File: src/rtl/systolic_pkg.sv
// Shared constants for the systolic stream sequencer.
// Opcodes, FSM state encoding and drain-length helper.
package systolic_pkg;

    localparam logic [1:0] OP_LDWT = 2'b01;
    localparam logic [1:0] OP_MAC  = 2'b10;

    localparam logic [2:0] S_IDLE    = 3'd0;
    localparam logic [2:0] S_WT_LOAD = 3'd1;
    localparam logic [2:0] S_STREAM  = 3'd2;
    localparam logic [2:0] S_DRAIN   = 3'd3;
    localparam logic [2:0] S_DONE    = 3'd4;

    // Skewed partial sums need 2*DIM-1 cycles to leave the array.
    function automatic int drain_cycles(input int dim);
        return 2 * dim - 1;
    endfunction

endpackage

File: src/rtl/seq_cycle_counter.sv
// Loadable down-counter with zero flag.
// Times the WT_LOAD, STREAM and DRAIN phases.
module seq_cycle_counter #(
    parameter int W = 8
) (
    input  logic         clk,
    input  logic         rst_n,
    input  logic         load,
    input  logic [W-1:0] load_val,
    input  logic         dec,
    output logic         zero
);

    logic [W-1:0] cnt;

    // Load takes priority; decrement saturates at zero.
    always_ff @(posedge clk or negedge rst_n) begin
        if (!rst_n)
            cnt <= '0;
        else if (load)
            cnt <= load_val;
        else if (dec && cnt != '0)
            cnt <= cnt - W'(1);
    end

    assign zero = (cnt == '0);

endmodule

File: src/rtl/systolic_stream_sequencer.sv
// Sequences one weight preload or MAC stream into the PE array.
// Drives buffer reads, array strobes, drain and done pulse.
module systolic_stream_sequencer
    import systolic_pkg::*;
#(
    parameter int ARRAY_DIM = 4,
    parameter int ADDR_W    = 15,
    parameter int LEN_W     = 8
) (
    input  logic              clk,
    input  logic              rst_n,
    input  logic              cmd_valid,
    output logic              cmd_ready,
    input  logic [1:0]        cmd_op,
    input  logic [ADDR_W-1:0] cmd_base_addr,
    input  logic [LEN_W-1:0]  cmd_len,
    output logic              buf_rd_en,
    output logic [ADDR_W-1:0] buf_rd_addr,
    output logic              buf_sel,
    output logic              array_load_wt,
    output logic              array_valid,
    output logic              acc_clear,
    output logic              busy,
    output logic              done
);

    localparam logic [LEN_W-1:0] WT_LD =
        LEN_W'(ARRAY_DIM - 1);
    localparam logic [LEN_W-1:0] DRAIN_LD =
        LEN_W'(drain_cycles(ARRAY_DIM) - 1);

    logic [2:0]        state;
    logic [2:0]        state_nx;
    logic              accept;
    logic              rd_en;
    logic              cnt_ld;
    logic              cnt_dec;
    logic              cnt_zero;
    logic [LEN_W-1:0]  cnt_ld_val;
    logic [ADDR_W-1:0] addr_q;
    logic [1:0]        op_q;
    logic              wt_q;
    logic              val_q;

    assign cmd_ready = (state == S_IDLE);
    assign accept    = cmd_valid & cmd_ready;
    assign rd_en     = (state == S_WT_LOAD) |
                       (state == S_STREAM);

    // Next state and phase-counter control.
    always_comb begin
        state_nx   = state;
        cnt_ld     = 1'b0;
        cnt_dec    = 1'b0;
        cnt_ld_val = '0;
        unique case (state)
            S_IDLE: begin
                if (accept) begin
                    if (cmd_op == OP_LDWT) begin
                        state_nx   = S_WT_LOAD;
                        cnt_ld     = 1'b1;
                        cnt_ld_val = WT_LD;
                    end else if (cmd_op == OP_MAC &&
                                 cmd_len != '0) begin
                        state_nx   = S_STREAM;
                        cnt_ld     = 1'b1;
                        cnt_ld_val = cmd_len - LEN_W'(1);
                    end else begin
                        state_nx = S_DONE;
                    end
                end
            end
            S_WT_LOAD: begin
                if (cnt_zero) state_nx = S_DONE;
                else          cnt_dec  = 1'b1;
            end
            S_STREAM: begin
                if (cnt_zero) begin
                    state_nx   = S_DRAIN;
                    cnt_ld     = 1'b1;
                    cnt_ld_val = DRAIN_LD;
                end else begin
                    cnt_dec = 1'b1;
                end
            end
            S_DRAIN: begin
                if (cnt_zero) state_nx = S_DONE;
                else          cnt_dec  = 1'b1;
            end
            S_DONE:  state_nx = S_IDLE;
            default: state_nx = S_IDLE;
        endcase
    end

    // State register.
    always_ff @(posedge clk or negedge rst_n) begin
        if (!rst_n) state <= S_IDLE;
        else        state <= state_nx;
    end

    // Latch command; address advances once per read, wrapping.
    always_ff @(posedge clk or negedge rst_n) begin
        if (!rst_n) begin
            addr_q <= '0;
            op_q   <= '0;
        end else if (accept) begin
            addr_q <= cmd_base_addr;
            op_q   <= cmd_op;
        end else if (rd_en) begin
            addr_q <= addr_q + ADDR_W'(1);
        end
    end

    // Buffer data arrives one cycle after the read strobe.
    always_ff @(posedge clk or negedge rst_n) begin
        if (!rst_n) begin
            wt_q  <= 1'b0;
            val_q <= 1'b0;
        end else begin
            wt_q  <= rd_en & (op_q == OP_LDWT);
            val_q <= rd_en & (op_q == OP_MAC);
        end
    end

    seq_cycle_counter #(
        .W(LEN_W)
    ) u_cnt (
        .clk      (clk),
        .rst_n    (rst_n),
        .load     (cnt_ld),
        .load_val (cnt_ld_val),
        .dec      (cnt_dec),
        .zero     (cnt_zero)
    );

    assign buf_rd_en     = rd_en;
    assign buf_rd_addr   = rd_en ? addr_q : '0;
    assign buf_sel       = (state == S_WT_LOAD);
    assign array_load_wt = wt_q;
    assign array_valid   = val_q;
    assign acc_clear     = accept & (cmd_op == OP_MAC);
    assign busy          = ~cmd_ready;
    assign done          = (state == S_DONE);

endmodule

File: config.mk
export PLATFORM = sky130hd
export DESIGN_NAME = systolic_stream_sequencer
export DESIGN_NICKNAME = d
export VERILOG_FILES = /design/src/rtl/systolic_pkg.sv /design/src/rtl/seq_cycle_counter.sv /design/src/rtl/systolic_stream_sequencer.sv
export SDC_FILE = /design/constraint.sdc
export NUM_CORES = 1
export LEC_CHECK = 0
export BUFFER_PORTS_ARGS = -buffer_cell sky130_fd_sc_hd__clkbuf_2
export CORE_MARGIN = 2
export CORE_UTILIZATION = 53
export DETAILED_ROUTE_END_ITERATION = 8
export GPL_TIMING_DRIVEN = 1
export PLACE_DENSITY_LB_ADDON = 0.25
export SLEW_MARGIN = 20
export SYNTH_ARGS = -nofsm -noshare
export SYNTH_HDL_FRONTEND = slang
export SYNTH_SLANG_ARGS = --single-unit
File: constraint.sdc
create_clock -name clk -period 2.5 [get_ports clk]
set_clock_uncertainty 0.2 [all_clocks]
set_input_delay 0.25 -clock clk [delete_from_list [all_inputs] [get_ports clk]]
set_output_delay 0.25 -clock clk [all_outputs]
set_load 0.005 [all_outputs]
==> impl_metrics.toml <==
[placement]
gpl.final_weighted_congestion = 0.835
hpwl_um = 3560
quantity_of_i_o_buffers_inserted_on_ports = 50

[layout]
inserted_diodes = 0
final_core_util_pct = 70.5
area_delta_synth_final_pct = 26.0
num-nets-final = 333
drive_above_1_share_pct = 24.0

[power]
power_share_of_the_combinational_group_pct = 50.0
power_frac_clock_pct = 16.7
peakVddDrop_uv = 679
sw_frac_of_total_pct = 41.4
total_power_w = 0.00295
sequentialPowerShare_pct = 33.4
power.net_switching_w = 0.00122
leakagePower_nw = 1.21
pd_cells_nw_per_um2 = 1140
power_report.internal_total_w = 0.00173

[synth]
synthesis.area_um2 = 2060
synth.lib_cells_used.distinct = 52
synthesis.nets = 269
yosys_register_bits = 30
async_flop_share_pct = 100
synth_edf_count = 0
synth.yosys.seq_area_share_pct = 36.4
synth.avg_cell_area_um2 = 8.74
gate_count_after_technology_mapping = 236
yosys_most_used_dff = "dfrtp_1"
yosys_warnings = 0

[routing]
drt_first_iter_violations = 144
drt-vias-per-instance = 5.57
detailedRoute.firstPassIterationCount = 4
antenna_left = 0
drt-total-wl_um = 5000
drc = 0
route.detailed.wl_per_inst_um = 14.4
vias = 1938

[timing]
maxSlewViolCount = 0
timing.setup.tns_ns = 0
hold_viol_final = 0
finalSetupViolations = 0
period_minus_slack_ns = 2.30
fin_crit_sh_pct = 91.9
achievable_frequency_ghz = 0.435
worst-slew-pin-transition_ns = 0.745
setup_repair_after_global_routing_missed_its_margin = "false"
slew_headroom_pct = 50.3

[flow_run]
cap_violations = 0

[global_route]
grt_antenna_before_repair = 0
vias_in_the_first_global_route = 1809
global_route_total_overflow = 0
grt_pass1_wl_um = 8370
layer_with_the_highest_usage_after_global_routing = "met2"
grt_max_degree = 31
grt_use_met1_pct = 34.7
globalRouteMet3Util_pct = 5.45
grt_util_all_layers_pct = 25.3
grt_use_met2_pct = 40.1

[floorplanning]
core-area_um2 = 3690
num_io_pins = 51
die_x_extent_um = 66.4
design.die.area_um2 = 4410
fp-row-count = 22
floorplan.initialDensity_pct = 55.9
die_y_um = 66.4

[worst_setup_path]
cp_data_required_time_ns = 2.05
r2r-end = "addr_q[12]"
timing.reg2reg.worst_path_depth = 4
setup.worst_path.start_class = "flop"
ff2ff_setup_slack_ns = 0.34
timing.critical_path.cells = "xor2_2 -> nor2b_1 -> buf_4 -> and2_1 -> clkbuf_2"
worst_r2r_startpoint = "state[1]"
timing.setup.critical_path_class = "reg2out"
critPathCaptureType = "primary output"
cp_data_arrival_time_ns = 1.85
crit_path_max_incr_delay_ns = 0.63
worstPathMaxFanout = 15
cpMaxStageDelayCell = "dfrtp_1"

[clocking]
cts-resized-gates = 0
worst_setup_hold_path_clk_slew_ns = 0.07
ctsRootBufferMaster = "clkbuf_8"
cts_hold_repair.buffers = 13
tritoncts.num_buffers = 5
post-cts-setup-buffers = 0
ctsHtreeMaxLevel = 2
clk_latency_ns = 0.28
cts_tree = "built"
clock_sinks = 30
clock_tree.buffer_depth = 2

[hold_path]
timing.hold.worst.class = "in2reg"
worst_hold_path.endpoint = "addr_q[3]"
min_delay_path_depth = 3
beginning_of_the_worst_hold_path = "cmd_base_addr[3]"

[status]
outcome = "finished clean"
area by class of cell:
cell class	count	area [µm²]
Sequential cell	30	751
Clock inverter	1	30.0
Multi-Input combinational cell	183	1220
Timing Repair Buffer	67	410
Clock buffer	6	82.6
Fill cell	302	1090
Inverter	13	48.8
Tap cell	48	60.1
power groups by stage:
| stage | registers (W) | clock network (W) | logic [W] |
|---|---|---|---|
| floorplan | 0.000879 | 0 | 0.00106 |
| global placement | 0.000977 | 0 | 0.00140 |
| detailed placement | 0.000987 | 0 | 0.00143 |
| CTS | 0.000981 | 0.000501 | 0.00146 |
| global route | 0.00102 | 0.000536 | 0.00164 |
| finish | 0.000984 | 0.000492 | 0.00147 |
cell usage in the layout, fill, tap and decap left out, types with 6 or more instances in the layout:
master	Yosys	routed
nor3_1	10	10
dfrtp_1	30	30
inv_1	13	13
xnor2_1	13	13
o21ai_0	8	8
nand2_1	30	30
clkbuf_8	0	6
and2_1	19	19
clkbuf_2	0	50
nor2_1	18	18
nand3_1	7	7
dlygate4sd3_1	0	13
state kept, by name, indices dropped and copies added (netlist names):
register,flops
u_cnt.cnt,8
op_q,2
addr_q,15
state,3
array_valid,1
array_load_wt,1
layer usage:
layer | routed length [µm] | share of wire (%)
met2 | 2360 | 47
met1 | 2310 | 46
met5 | 0 | 0
met4 | 56 | 1.1
met3 | 266 | 5.3
through the flow:
stage / setup slack (ns) / cell area, µm² / hold slack (ns) / instances
final: 0.204 / 2600 / 0.0312 / 348
after global routing: 0.0775 / 2600 / 0.0428 / 348
after CTS: 0.225 / 2600 / 0.0291 / 348
after detailed placement: 0.334 / 2360 / 0.151 / 328
after global placement: 0.381 / 2360 / 0.157 / 328
after floorplan: 0.582 / 2060 / -0.246 / 236
worst max-delay path, delay by kind of cell, from the launching register on:
family	cells	cell delay [ns]
AND/OR/NAND/NOR	2	0.36
buffers and inverters	2	0.34
flip-flops	1	0.63
XOR/XNOR	1	0.23
cells in the mapped netlist (2+ instances only):
| master | number | area share [%] |
|---|---|---|
| dfrtp_1 | 30 | 36 |
| nand2_1 | 30 | 5.5 |
| and2_1 | 19 | 5.8 |
| nor2_1 | 18 | 3.3 |
| inv_1 | 13 | 2.4 |
| xnor2_1 | 13 | 5.5 |
| nor3_1 | 10 | 2.4 |
| o21ai_0 | 8 | 1.9 |
| nand3_1 | 7 | 1.7 |
| a211oi_1 | 5 | 1.8 |
| clkbuf_1 | 5 | 0.91 |
| ha_1 | 5 | 3.0 |
| mux2i_1 | 5 | 2.4 |
| o21ai_1 | 5 | 1.2 |
| buf_2 | 4 | 0.97 |
| nor2b_1 | 4 | 1.2 |
| nor3b_1 | 4 | 1.5 |
| o22ai_1 | 4 | 1.2 |
| a21oi_1 | 3 | 0.73 |
| and3_1 | 3 | 0.91 |
| nand4_1 | 3 | 0.91 |
| a21o_1 | 2 | 0.73 |
| a41oi_1 | 2 | 0.85 |
| and3b_1 | 2 | 0.85 |
| nor4_1 | 2 | 0.61 |
| nor4_2 | 2 | 1.2 |
| nor4b_1 | 2 | 0.85 |
| xor2_1 | 2 | 0.85 |
cells by family after synthesis:
family	count (synthesis)	synth area share [%]
and+or+nand+nor	115	31.5
AOI/OAI and AO/OA	41	14.3
DFF	30	36.4
buffers and inverters	23	4.61
xor gates and xnor gates	16	7.16
muxes	6	2.97
adders and majority gates	5	3.03
worst max path at each step:
stage	from	endpoint	slack [ns]	cells past startpoint
6_report	state[1]	buf_rd_addr[10]	0.20	5
5_1_grt	state[1]	buf_rd_addr[10]	0.08	5
4_1_cts	state[1]	buf_rd_addr[12]	0.23	5
3_3_place_gp	cmd_len[0]	u_cnt.cnt[7]	0.38	7
3_5_place_dp	cmd_len[0]	u_cnt.cnt[7]	0.33	7
2_1_floorplan	cmd_len[0]	u_cnt.cnt[7]	0.58	6
Power figures use the tool's default switching activity.
